--- src/rtl/reg_wr_pkg.sv ---
// Shared types and constants for the register write sequencer.
package reg_wr_pkg;

    localparam int unsigned CNT_W  = 4;
    localparam int unsigned ADDR_W = 3;
    localparam int unsigned DATA_W = 16;

    localparam logic [ADDR_W-1:0] ADDR_DCNT_LO = 3'd0;
    localparam logic [ADDR_W-1:0] ADDR_DCNT_HI = 3'd1;
    localparam logic [ADDR_W-1:0] ADDR_VDD     = 3'd2;
    localparam logic [ADDR_W-1:0] ADDR_COMMIT  = 3'd3;

    typedef enum logic [1:0] {
        ST_IDLE,
        ST_SETUP,
        ST_STROBE,
        ST_HOLD
    } state_t;

    typedef struct packed {
        logic [ADDR_W-1:0] addr;
        logic [DATA_W-1:0] data;
    } wr_req_t;

endpackage

--- src/rtl/reg_wr_arb_rr_arb2.sv ---
// Two-way arbiter producing a one-hot grant.
// REG_WR_ARB_RR_EN selects round-robin tie-breaking; otherwise requester 0 wins ties.
module rr_arb2 (
    input  logic [1:0] valid,
    input  logic       last,
    input  logic       first_tie,
    input  logic       en,
    output logic [1:0] gnt
);

`ifndef REG_WR_ARB_RR_EN
    logic unused_rr;
    assign unused_rr = last ^ first_tie;
`endif

    // One-hot grant among the valid requesters, zero when disabled
    always_comb begin
        gnt = 2'b00;
        if (en) begin
            if (valid == 2'b11) begin
`ifdef REG_WR_ARB_RR_EN
                gnt = (first_tie || last) ? 2'b01 : 2'b10;
`else
                gnt = 2'b01;
`endif
            end else begin
                gnt = valid;
            end
        end
    end

endmodule

--- src/rtl/reg_wr_arb.sv ---
// Bus-write sequencer/arbiter for the divider/level register block.
// Optional build macro REG_WR_ARB_RR_EN enables round-robin arbitration.
module reg_wr_arb
    import reg_wr_pkg::*;
#(
    parameter int unsigned SETUP_CYC  = 2,
    parameter int unsigned STROBE_CYC = 2,
    parameter int unsigned HOLD_CYC   = 1
) (
    input  logic              clk,
    input  logic              rst,
    input  logic              req0_valid,
    input  logic [ADDR_W-1:0] req0_addr,
    input  logic [DATA_W-1:0] req0_data,
    output logic              req0_ready,
    input  logic              req1_valid,
    input  logic [ADDR_W-1:0] req1_addr,
    input  logic [DATA_W-1:0] req1_data,
    output logic              req1_ready,
    input  logic              rd,
    output logic [ADDR_W-1:0] a,
    output logic [DATA_W-1:0] db_o,
    output logic              db_oe,
    output logic              wr,
    output logic              busy,
    output logic              gnt_id,
    output logic              conflict
);

    localparam logic [CNT_W-1:0] SETUP_LD  = CNT_W'(SETUP_CYC - 1);
    localparam logic [CNT_W-1:0] STROBE_LD = CNT_W'(STROBE_CYC - 1);
    localparam logic [CNT_W-1:0] HOLD_LD   = CNT_W'(HOLD_CYC - 1);

    state_t           state;
    logic [CNT_W-1:0] cnt;
    logic             rdy_en;
    logic             tie_seen;
    logic [1:0]       gnt;
    logic             arb_en;
    logic             tie;
    wr_req_t          win;

    assign arb_en = (state == ST_IDLE) && rd && rdy_en;
    assign tie    = req0_valid && req1_valid;

    rr_arb2 u_arb (
        .valid     ({req1_valid, req0_valid}),
        .last      (gnt_id),
        .first_tie (!tie_seen),
        .en        (arb_en),
        .gnt       (gnt)
    );

    assign req0_ready = gnt[0];
    assign req1_ready = gnt[1];

    // Payload of the winning requester
    always_comb begin
        win = gnt[1] ? wr_req_t'{addr: req1_addr, data: req1_data}
                     : wr_req_t'{addr: req0_addr, data: req0_data};
    end

    // Write-cycle sequencer with registered bus outputs
    always_ff @(posedge clk or negedge rst) begin
        if (!rst) begin
            state    <= ST_IDLE;
            cnt      <= '0;
            rdy_en   <= 1'b0;
            tie_seen <= 1'b0;
            a        <= '0;
            db_o     <= '0;
            db_oe    <= 1'b0;
            wr       <= 1'b0;
            busy     <= 1'b0;
            gnt_id   <= 1'b0;
            conflict <= 1'b0;
        end else begin
            rdy_en <= 1'b1;
            if (!rd && db_oe) begin
                conflict <= 1'b1;
            end
            case (state)
                ST_IDLE: begin
                    if (|gnt) begin
                        a      <= win.addr;
                        db_o   <= win.data;
                        gnt_id <= gnt[1];
                        db_oe  <= 1'b1;
                        busy   <= 1'b1;
                        cnt    <= SETUP_LD;
                        state  <= ST_SETUP;
                        if (tie) begin
                            tie_seen <= 1'b1;
                        end
                    end
                end
                ST_SETUP: begin
                    if (cnt == '0) begin
                        wr    <= 1'b1;
                        cnt   <= STROBE_LD;
                        state <= ST_STROBE;
                    end else begin
                        cnt <= cnt - CNT_W'(1);
                    end
                end
                ST_STROBE: begin
                    if (cnt == '0) begin
                        wr    <= 1'b0;
                        cnt   <= HOLD_LD;
                        state <= ST_HOLD;
                    end else begin
                        cnt <= cnt - CNT_W'(1);
                    end
                end
                ST_HOLD: begin
                    if (cnt == '0) begin
                        db_oe <= 1'b0;
                        busy  <= 1'b0;
                        state <= ST_IDLE;
                    end else begin
                        cnt <= cnt - CNT_W'(1);
                    end
                end
                default: begin
                    state <= ST_IDLE;
                end
            endcase
        end
    end

endmodule

--- config.mk ---
export PLATFORM = sky130hd
export DESIGN_NAME = reg_wr_arb
export DESIGN_NICKNAME = d
export VERILOG_FILES = /design/src/rtl/reg_wr_pkg.sv /design/src/rtl/reg_wr_arb_rr_arb2.sv /design/src/rtl/reg_wr_arb.sv
export SDC_FILE = /design/constraint.sdc
export NUM_CORES = 1
export LEC_CHECK = 0
export BUFFER_PORTS_ARGS = -buffer_cell sky130_fd_sc_hd__clkbuf_2
export CAP_MARGIN = 10
export CORE_ASPECT_RATIO = 2
export CORE_UTILIZATION = 53
export CTS_BUF_LIST = sky130_fd_sc_hd__clkbuf_8
export CTS_CLUSTER_DIAMETER = 60
export CTS_CLUSTER_SIZE = 10
export DETAILED_ROUTE_END_ITERATION = 8
export GPL_TIMING_DRIVEN = 0
export PLACE_DENSITY = 0.9
export SYNTH_ARGS = -nofsm -noshare
export SYNTH_HDL_FRONTEND = slang
export SYNTH_SLANG_ARGS = --single-unit
--- constraint.sdc ---
create_clock -name clk -period 2.8 [get_ports clk]
set_input_delay 0.14 -clock clk [delete_from_list [all_inputs] [get_ports clk]]
set_output_delay 0.14 -clock clk [all_outputs]
set_load 0.005 [all_outputs]
**Yosys cells after proc, flatten, opt, wreduce, memory -nomap -nowiden**

Cells that the tools add are included.

- Flip-flop bits (word level): 30
- Memories: 0
- Memory bits (writable): 0
- Bits in latches: 0
- Bits in read-only memories: 0

- Shifts and indexed selects: 0
- Multiplexer cells: 18
- $mul: 0
- Add/subtract/negate cells: 1
- Equal/unequal tests: 9
- Reductions and logical operators: 14
- Div/mod/pow operators: 0
- Order comparisons: 0
- Bitwise operators: 0

Operators by type and width:

| operator | count |
|---|---|
| 19-bit 2-to-1 mux | 1 |
| 4-bit 2-to-1 mux | 4 |
| 4-bit one-hot mux with 4 select lines | 1 |
| 2-bit 2-to-1 mux | 6 |
| 2-bit != test (second input constant) | 4 |
| 2-bit one-hot mux with 4 select lines | 1 |
| 2-bit equality test (second input constant) | 3 |
| 3-bit AND reduction | 2 |
| 4-bit logical NOT | 1 |
| 1-bit one-hot mux with 2 select lines | 2 |
| 2-bit AND reduction | 2 |
| 4-bit AND reduction | 1 |
| 2-bit nonzero test | 2 |
| 4-bit by 1-bit subtractor with 4-bit output (second input constant) | 1 |
| 1-bit logical AND | 3 |
| 1-bit 2-to-1 mux | 3 |
| 2-bit by 1-bit equality test with 1-bit output (second input constant) | 1 |
| 2-bit logical NOT | 1 |
| 2-bit by 1-bit != test with 1-bit output (second input constant) | 1 |
| 2-bit OR reduction | 1 |
| 1-bit logical NOT | 1 |

**Longest topological paths before layout**

Gate-level depths: netlist of run 1.

- Depth after elaboration: 7
- Depth in mapped cells: 7
- Gate-level depth less buffers: 6

**Hierarchy**

A second synthesis of run 1 with hierarchy kept.

- Cell total of the unflattened synthesis: 148
- Area, all modules: 1555.2 µm²

By module, submodules not included:

| module | area an instance (µm²) | sequential area each (µm²) | times used | cells each |
|---|---|---|---|---|
| reg_wr_arb | 1539.0 | 775.7 | 1 | 146 |
| rr_arb2 | 16.3 | 0.0 | 1 | 2 |

**Least setup slack after synthesis of run 1**

Ideal clock, no wire load.

- Kind: flip-flop to flip-flop
- Start point: register cnt[0]
- End point: register state[1]
- Period minus slack after synthesis: 1709 ps
- Path buffers: 0
- Library setup time: 125 ps
- Path slack: 1091 ps
- Required time: 2675 ps
- Arrival: 1585 ps
- Stages on the path, launching flop included: 7
- Cell sequence: dfrtp_1 inv_1 ha_1 nor3b_1 nor2_1 nor2_1 mux2_2

- Word-level cells in the longest chain between the ends: 3
- Elaborated cells between the ends (all ways): 5

RTL lines:

| element | line | source |
|---|---|---|
| from (decl) | reg_wr_arb.sv:35 | `logic [CNT_W-1:0] cnt;` |
| from (signal assigned) | reg_wr_arb.sv:103 | `cnt <= cnt - CNT_W'(1);` |
| from (signal assigned) | reg_wr_arb.sv:112 | `cnt <= cnt - CNT_W'(1);` |
| from (signal assigned) | reg_wr_arb.sv:121 | `cnt <= cnt - CNT_W'(1);` |
| 4-bit logical NOT * | reg_wr_arb.sv:98, reg_wr_arb.sv:107, reg_wr_arb.sv:116 |  |
| 2-bit != test (no line) | -- |  |
| 4-bit AND reduction (no line) * | -- |  |
| to (signal assigned) | reg_wr_arb.sv:101 | `state <= ST_STROBE;` |
| to (signal assigned) | reg_wr_arb.sv:110 | `state <= ST_HOLD;` |
| to (signal assigned) | reg_wr_arb.sv:119 | `state <= ST_IDLE;` |
| to (decl) | reg_wr_arb.sv:34 | `state_t state;` |

Every way passes the cells marked *; elsewhere a longest branch is shown, timed or not.
A chain may end at the register's enable or synchronous reset.

**Final worst setup path of run 1**

- Start point: register state[0]
- End point: output req0_ready

- Word-level cells in the longest chain between the ends: 4

RTL lines:

| element | line | source |
|---|---|---|
| from (signal assigned) | reg_wr_arb.sv:66 | `state <= ST_IDLE;` |
| from (signal assigned) | reg_wr_arb.sv:91 | `state <= ST_SETUP;` |
| from (signal assigned) | reg_wr_arb.sv:101 |  |
| 2-bit logical NOT | reg_wr_arb.sv:43 | `assign arb_en = (state == ST_IDLE) && rd && rdy_en;` |
| 1-bit logical AND (2 in a row) | reg_wr_arb.sv:43 |  |
| 2-bit 2-to-1 mux | reg_wr_arb_rr_arb2.sv:19 | `if (en) begin` |
| to (decl) | reg_wr_arb.sv:15 | `output logic req0_ready,` |

Every way passes these cells.

==> flow_summary.ini, run 1 <==
[outcome]
status = completed

[clock_tree]
cts_buffers = 5
ctsResizeCount = 0
cts_max_path_buffers = 2
root_buffer = clkbuf_8
insertion_delay_ns = 0.29
cts_sinks = 30
cts-htree-levels = 2
cts_tree = done
cts.clk_slew.worst_paths_ns = 0.07

[logic_synthesis]
synthFlopType = dfrtp_1
yosys_warnings = 0
synthTopCellsByArea = dfrtp_1, a22oi_1, a31oi_1
syn_nets = 220
netlist_area_um2 = 1640
synth_edf_count = 0
syn_area_per_cell_um2 = 9.62
synth.most_common_cell = dfrtp_1
synth_top_cell_by_area = dfrtp_1
async_flop_share_pct = 100
synthTopCellsByCount = dfrtp_1, o21ai_0, a22oi_1
yosysUniqueCellTypes = 31
syn_inst = 170
ys_seq_elements = 30
seq_area_frac_synth_pct = 45.9
netlist.area_leader.share_pct = 45.9

[route]
wl_mm = 4.28
viasPerCell = 6.01
drc_errors = 0
vias = 1666
firstDrtPassIters = 4
drtIter0Drc = 38
wl_per_cell_um = 15.5
ant_nets = 0

[die]
die_w_um = 41.3
start_util_pct = 55.6
die_h_um = 80.6
core_um2 = 2940
rows = 28
io_pins = 69
die-area_um2 = 3320

[setup_path]
cp.arrival_ns = 2.01
crit_type = flop to primary output
end_kind = primary output
cp_max_fo = 10
start_kind = flop
cp.required_ns = 2.66

[sta]
worst_pin_slew_ns = 0.715
final_hold_viol_count = 0
skew_ns = 0.00697
rsz0062_at_grt = no
tns_ns = 0
slew_headroom_pct = 52.3
final.setup.worst_slack_ns = 0.649
finalCriticalPeriod_ns = 2.15
timing.fmax_mhz = 465
whs_ns = 0.0782
drv_slew = 0
setup_viol_count_final = 0
period_share_pct = 76.8

[place]
pre_cts_ws_ns = 0.832
place_congestion = 0.848
port_buffers = 68
detailedPlacementHpwl_mm = 3.16
dpl_cell_area_um2 = 2010

[grt]
grt_max_degree = 31
antenna_found_initial = 0
grt_first_pass_wirelength_mm = 6.68
grt_use_total_pct = 29.1
grt_overflow = 0
grt_pass1_vias = 1581

[final_layout]
fillers = 246
drive_gt1_share_pct = 33.2
fin_nets = 296
n_antenna_cell = 0
syn_to_final_growth_pct = 30.4
final_cell_area_um2 = 2130

[flow_run]
cap_violations = 0

[power_and_ir_drop]
power_frac_clock_pct = 19.3
power_w = 0.00222
seqPwrFrac_pct = 35.2
irDropWorstVdd_v = 0.000609
p_int_w = 0.00142
leakage_nw = 0.980
pwr-share-comb_pct = 45.4
switching_share_pct = 36.2
power.net_switching_w = 0.000804
power_density_nw_per_um2 = 1040

[worst_hold_path]
hold_path.class = input pin to flop
area by class of cell:
class / instances / area [µm²] / area share (%)
clock buffer: 5 / 68.8 / 3.23
timing repair buffer: 69 / 350 / 16.4
sequential: 30 / 751 / 35.2
tap: 30 / 37.5 / 1.76
clock inverter: 3 / 40.0 / 1.88
inverter: 5 / 18.8 / 0.880
multi-input combinational: 122 / 806 / 37.8
buffer: 13 / 60.1 / 2.82
logic make-up (layout without fill, tap and decap cells):
kind of cell / Yosys count / after routing / share of synthesized area, %
AOI/OAI and AO/OA: 74 / 74 / 29.0
and+or+nand+nor: 39 / 39 / 14.0
DFF: 30 / 30 / 45.9
buffers and inverters: 18 / 95 / 4.82
adders and majority gates: 7 / 7 / 5.36
other: 1 / 1 / 0.229
muxes: 1 / 1 / 0.689
state kept, by name, indices dropped and copies added, names as in the netlist:
name,count
busy,1
cnt,4
wr,1
db_o,16
a,3
rdy_en,1
gnt_id,1
state,2
conflict,1
power groups by stage:
stage	Combinational, W	Sequential, W	Clock [W]
after floorplan	0.000659	0.000770	0
after global placement	0.000964	0.000773	0
after detailed placement	0.000998	0.000784	0
after CTS	0.00101	0.000779	0.000439
after global routing	0.00115	0.000813	0.000451
final	0.00101	0.000782	0.000429
stage by stage:
stage | util [%] | std cells
6_report | 72.4 | 277
5_1_grt | 72.4 | 277
4_1_cts | 72.4 | 277
3_5_place_dp | 68.4 | 268
3_3_place_gp | 68.4 | 268
2_1_floorplan | - | 170
critical path: stages, from the launching register on:
cell,delay [ns]
dfrtp_1,0.42
inv_1,0.12
ha_1,0.20
and3_1,0.22
and2_1,0.19
clkbuf_1,0.38
clkbuf_2,0.20
cells in the final DEF, fill, tap and decap left out, types with 7 or more instances in the layout:
cell	count
ha_1	7
clkbuf_2	68
clkbuf_1	10
a31oi_1	19
o21ai_0	21
nor2b_1	19
a22oi_1	20
dfrtp_1	30
routing by layer:
layer	routed length (µm)	part of all wire (%)	GRT usage (%)
met1	1580	37	29.1
met2	2330	54	50.6
met3	296	6.9	6.08
met4	72	1.7	15.8
met5	0	0	0
worst paths after layout:
kind | start | slack, ns | cells after the start | to
worst max register to register | cnt[1] | 0.79 | 6 | state[1]
max in group asynchronous | rst | 1.89 | 2 | gnt_id
min in group asynchronous | rst | 0.44 | 2 | db_o[15]
worst max-delay path | state[0] | 0.65 | 6 | req0_ready
worst min-delay path | req0_data[11] | 0.08 | 3 | db_o[11]
worst min register to register | conflict | 0.47 | 1 | conflict
repair_timing:
item / CTS / global route
setup endpoints to repair: 0 / 0
hold endpoints to repair: 30 / 0
setup buffers: 0 / 0
hold buffers: 1 / 0
Power figures use the tool's default switching activity.
==> inputs of run 2 (changes only) <==
--- a/config.mk
+++ b/config.mk
@@ -8,13 +8,13 @@
 export BUFFER_PORTS_ARGS = -buffer_cell sky130_fd_sc_hd__clkbuf_2
 export CAP_MARGIN = 10
 export CORE_ASPECT_RATIO = 2
-export CORE_UTILIZATION = 53
+export CORE_UTILIZATION = 49
 export CTS_BUF_LIST = sky130_fd_sc_hd__clkbuf_8
 export CTS_CLUSTER_DIAMETER = 60
 export CTS_CLUSTER_SIZE = 10
 export DETAILED_ROUTE_END_ITERATION = 8
 export GPL_TIMING_DRIVEN = 0
-export PLACE_DENSITY = 0.9
+export PLACE_DENSITY = 0.85
 export SYNTH_ARGS = -nofsm -noshare
 export SYNTH_HDL_FRONTEND = slang
 export SYNTH_SLANG_ARGS = --single-unit
==> constraint.sdc (replaced) <==
create_clock -name clk -period 2.25 [get_ports clk]
set_input_delay 0.1125 -clock clk [delete_from_list [all_inputs] [get_ports clk]]
set_output_delay 0.1125 -clock clk [all_outputs]
set_load 0.005 [all_outputs]
==> flow_summary.ini, run 2 (synthesis gave the netlist of run 1 again) <==
[outcome]
status = completed

[sta]
slew_headroom_pct = 48.9
worst_pin_slew_ns = 0.767
drv_slew = 0
period_share_pct = 92.6
timing.fmax_mhz = 480
final.setup.worst_slack_ns = 0.166
finalCriticalPeriod_ns = 2.08
setup_viol_count_final = 0
final_hold_viol_count = 0
rsz0062_at_grt = no
whs_ns = 0.0497
tns_ns = 0
skew_ns = 0.00552

[final_layout]
n_antenna_cell = 0
multi_input_area_um2 = 806
drive_gt1_share_pct = 32.9
final_cell_mix = clkbuf_2, dfrtp_1, o21ai_0, a22oi_1
regArea_um2 = 751
largest_reg_flops = 16
final_common_cell = clkbuf_2
regMostFlops = db_o
syn_to_final_growth_pct = 30.7
instances_no_fill = 277
fillers = 267
top_regs = db_o (16), cnt (4), a (3)
fin_nets = 296

[place]
place_congestion = 0.855
port_buffers = 68
pre_cts_ws_ns = 0.324
dp_cells = 269
detailedPlacementHpwl_mm = 2.98

[die]
core_um2 = 3160
die_w_um = 42.9
rows = 29
start_util_pct = 51.8
die-area_um2 = 3590
die_h_um = 83.7
io_pins = 69

[setup_path]
cp_max_fo = 10
critPathSlowestCell = dfrtp_1
cp_num_buf_inv = 3
cp.arrival_ns = 1.97
cp.required_ns = 2.14
crit_type = flop to primary output
critical_path.cell_chain = inv_1 > ha_1 > and3_1 > and2_1 > clkbuf_1 > clkbuf_2
end_kind = primary output
start_kind = flop
critical_path_depth = 6
critical-path-max-stage-delay_ns = 0.41
r2r_cells = 6
cp_top_family = buffers and inverters

[route]
vias = 1625
firstDrtPassIters = 4
top_layer = met4
wl_met1_mm = 1.69
wl_per_cell_um = 14.9
dr_wl_met2_mm = 2.12
wl_mm = 4.13
ant_nets = 0
viasPerCell = 5.87
dr_wl_met3_um = 215
drtIter0Drc = 32
drc_errors = 0

[worst_hold_path]
hold_path.class = input pin to flop
min_path_cells = 3

[clock_tree]
cts_setup_buffers = 0
root_buffer = clkbuf_8
cts_buffers = 5
insertion_delay_ns = 0.28
cts_tree = done
ctsResizeCount = 0
cts_sinks = 30
cts_max_path_buffers = 2
cts-htree-levels = 2
cts.clk_slew.worst_paths_ns = 0.06

[power_and_ir_drop]
leakage_nw = 0.979
irDropWorstVdd_v = 0.000750
pwr-share-comb_pct = 44.9
power_density_nw_per_um2 = 1290
seqPwrFrac_pct = 34.9
p_int_w = 0.00179
power.net_switching_w = 0.000967
power_frac_clock_pct = 20.1
switching_share_pct = 35.1

[flow_run]
cap_violations = 0

[grt]
grt_overflow = 0
grt_max_degree = 31
grt_first_pass_wirelength_mm = 6.96
grt_use_total_pct = 25.4
antenna_found_initial = 0
grt_pass1_vias = 1603
## run 2: path summary, 6_finish.rpt
path / startpoint / endpoint / slack (ns)
min in group asynchronous: rst / db_o[0] / 0.43
worst min-delay path: req0_data[1] / db_o[1] / 0.05
worst min register to register: conflict / conflict / 0.49
worst max register to register: cnt[0] / state[1] / 0.25
max in group asynchronous: rst / cnt[0] / 1.32
worst max-delay path: state[1] / req0_ready / 0.17
## run 2: per-layer routing
layer,vias up,GRT usage (%)
li1,777,-
met1,778,30.2
met2,62,41.9
met3,8,5.63
met4,0,12.5
met5,-,0
## run 2: metrics by stage
stage	util, %	cell area [µm²]	power [W]
finish	67.7	2140	0.00276
global placement	63.8	2010	0.00216
detailed placement	63.8	2010	0.00220
CTS	67.7	2140	0.00277
floorplan	-	1640	0.00178
global route	67.7	2140	0.00297
## run 2: layout make-up
cell class              instances  area share, %
plain buffers                  13           2.81
repair buffers                 69           16.4
clock inverters                 1           1.41
inverters                       5          0.878
flip-flops and latches         30           35.1
clock buffers                   6           3.86
well taps                      31           1.81
multi-input cells             122           37.7
## run 2: worst min-delay path, cell delays in order
cell	delay [ns]
clkbuf_2	0.07
a22oi_1	0.05
o21ai_0	0.06
## run 2: power by group through the flow
stage | logic (W) | registers [W] | clock network, W
finish | 0.00124 | 0.000963 | 0.000554
global route | 0.00139 | 0.000995 | 0.000588
CTS | 0.00124 | 0.000958 | 0.000566
detailed placement | 0.00124 | 0.000966 | 0
global placement | 0.00121 | 0.000957 | 0
floorplan | 0.000820 | 0.000959 | 0
## run 2: what timing repair did
item                                    in CTS  in global routing
endpoints found under the setup margin       0                  0
hold buffers                                 1                  0
endpoints found under the hold margin       30                  0
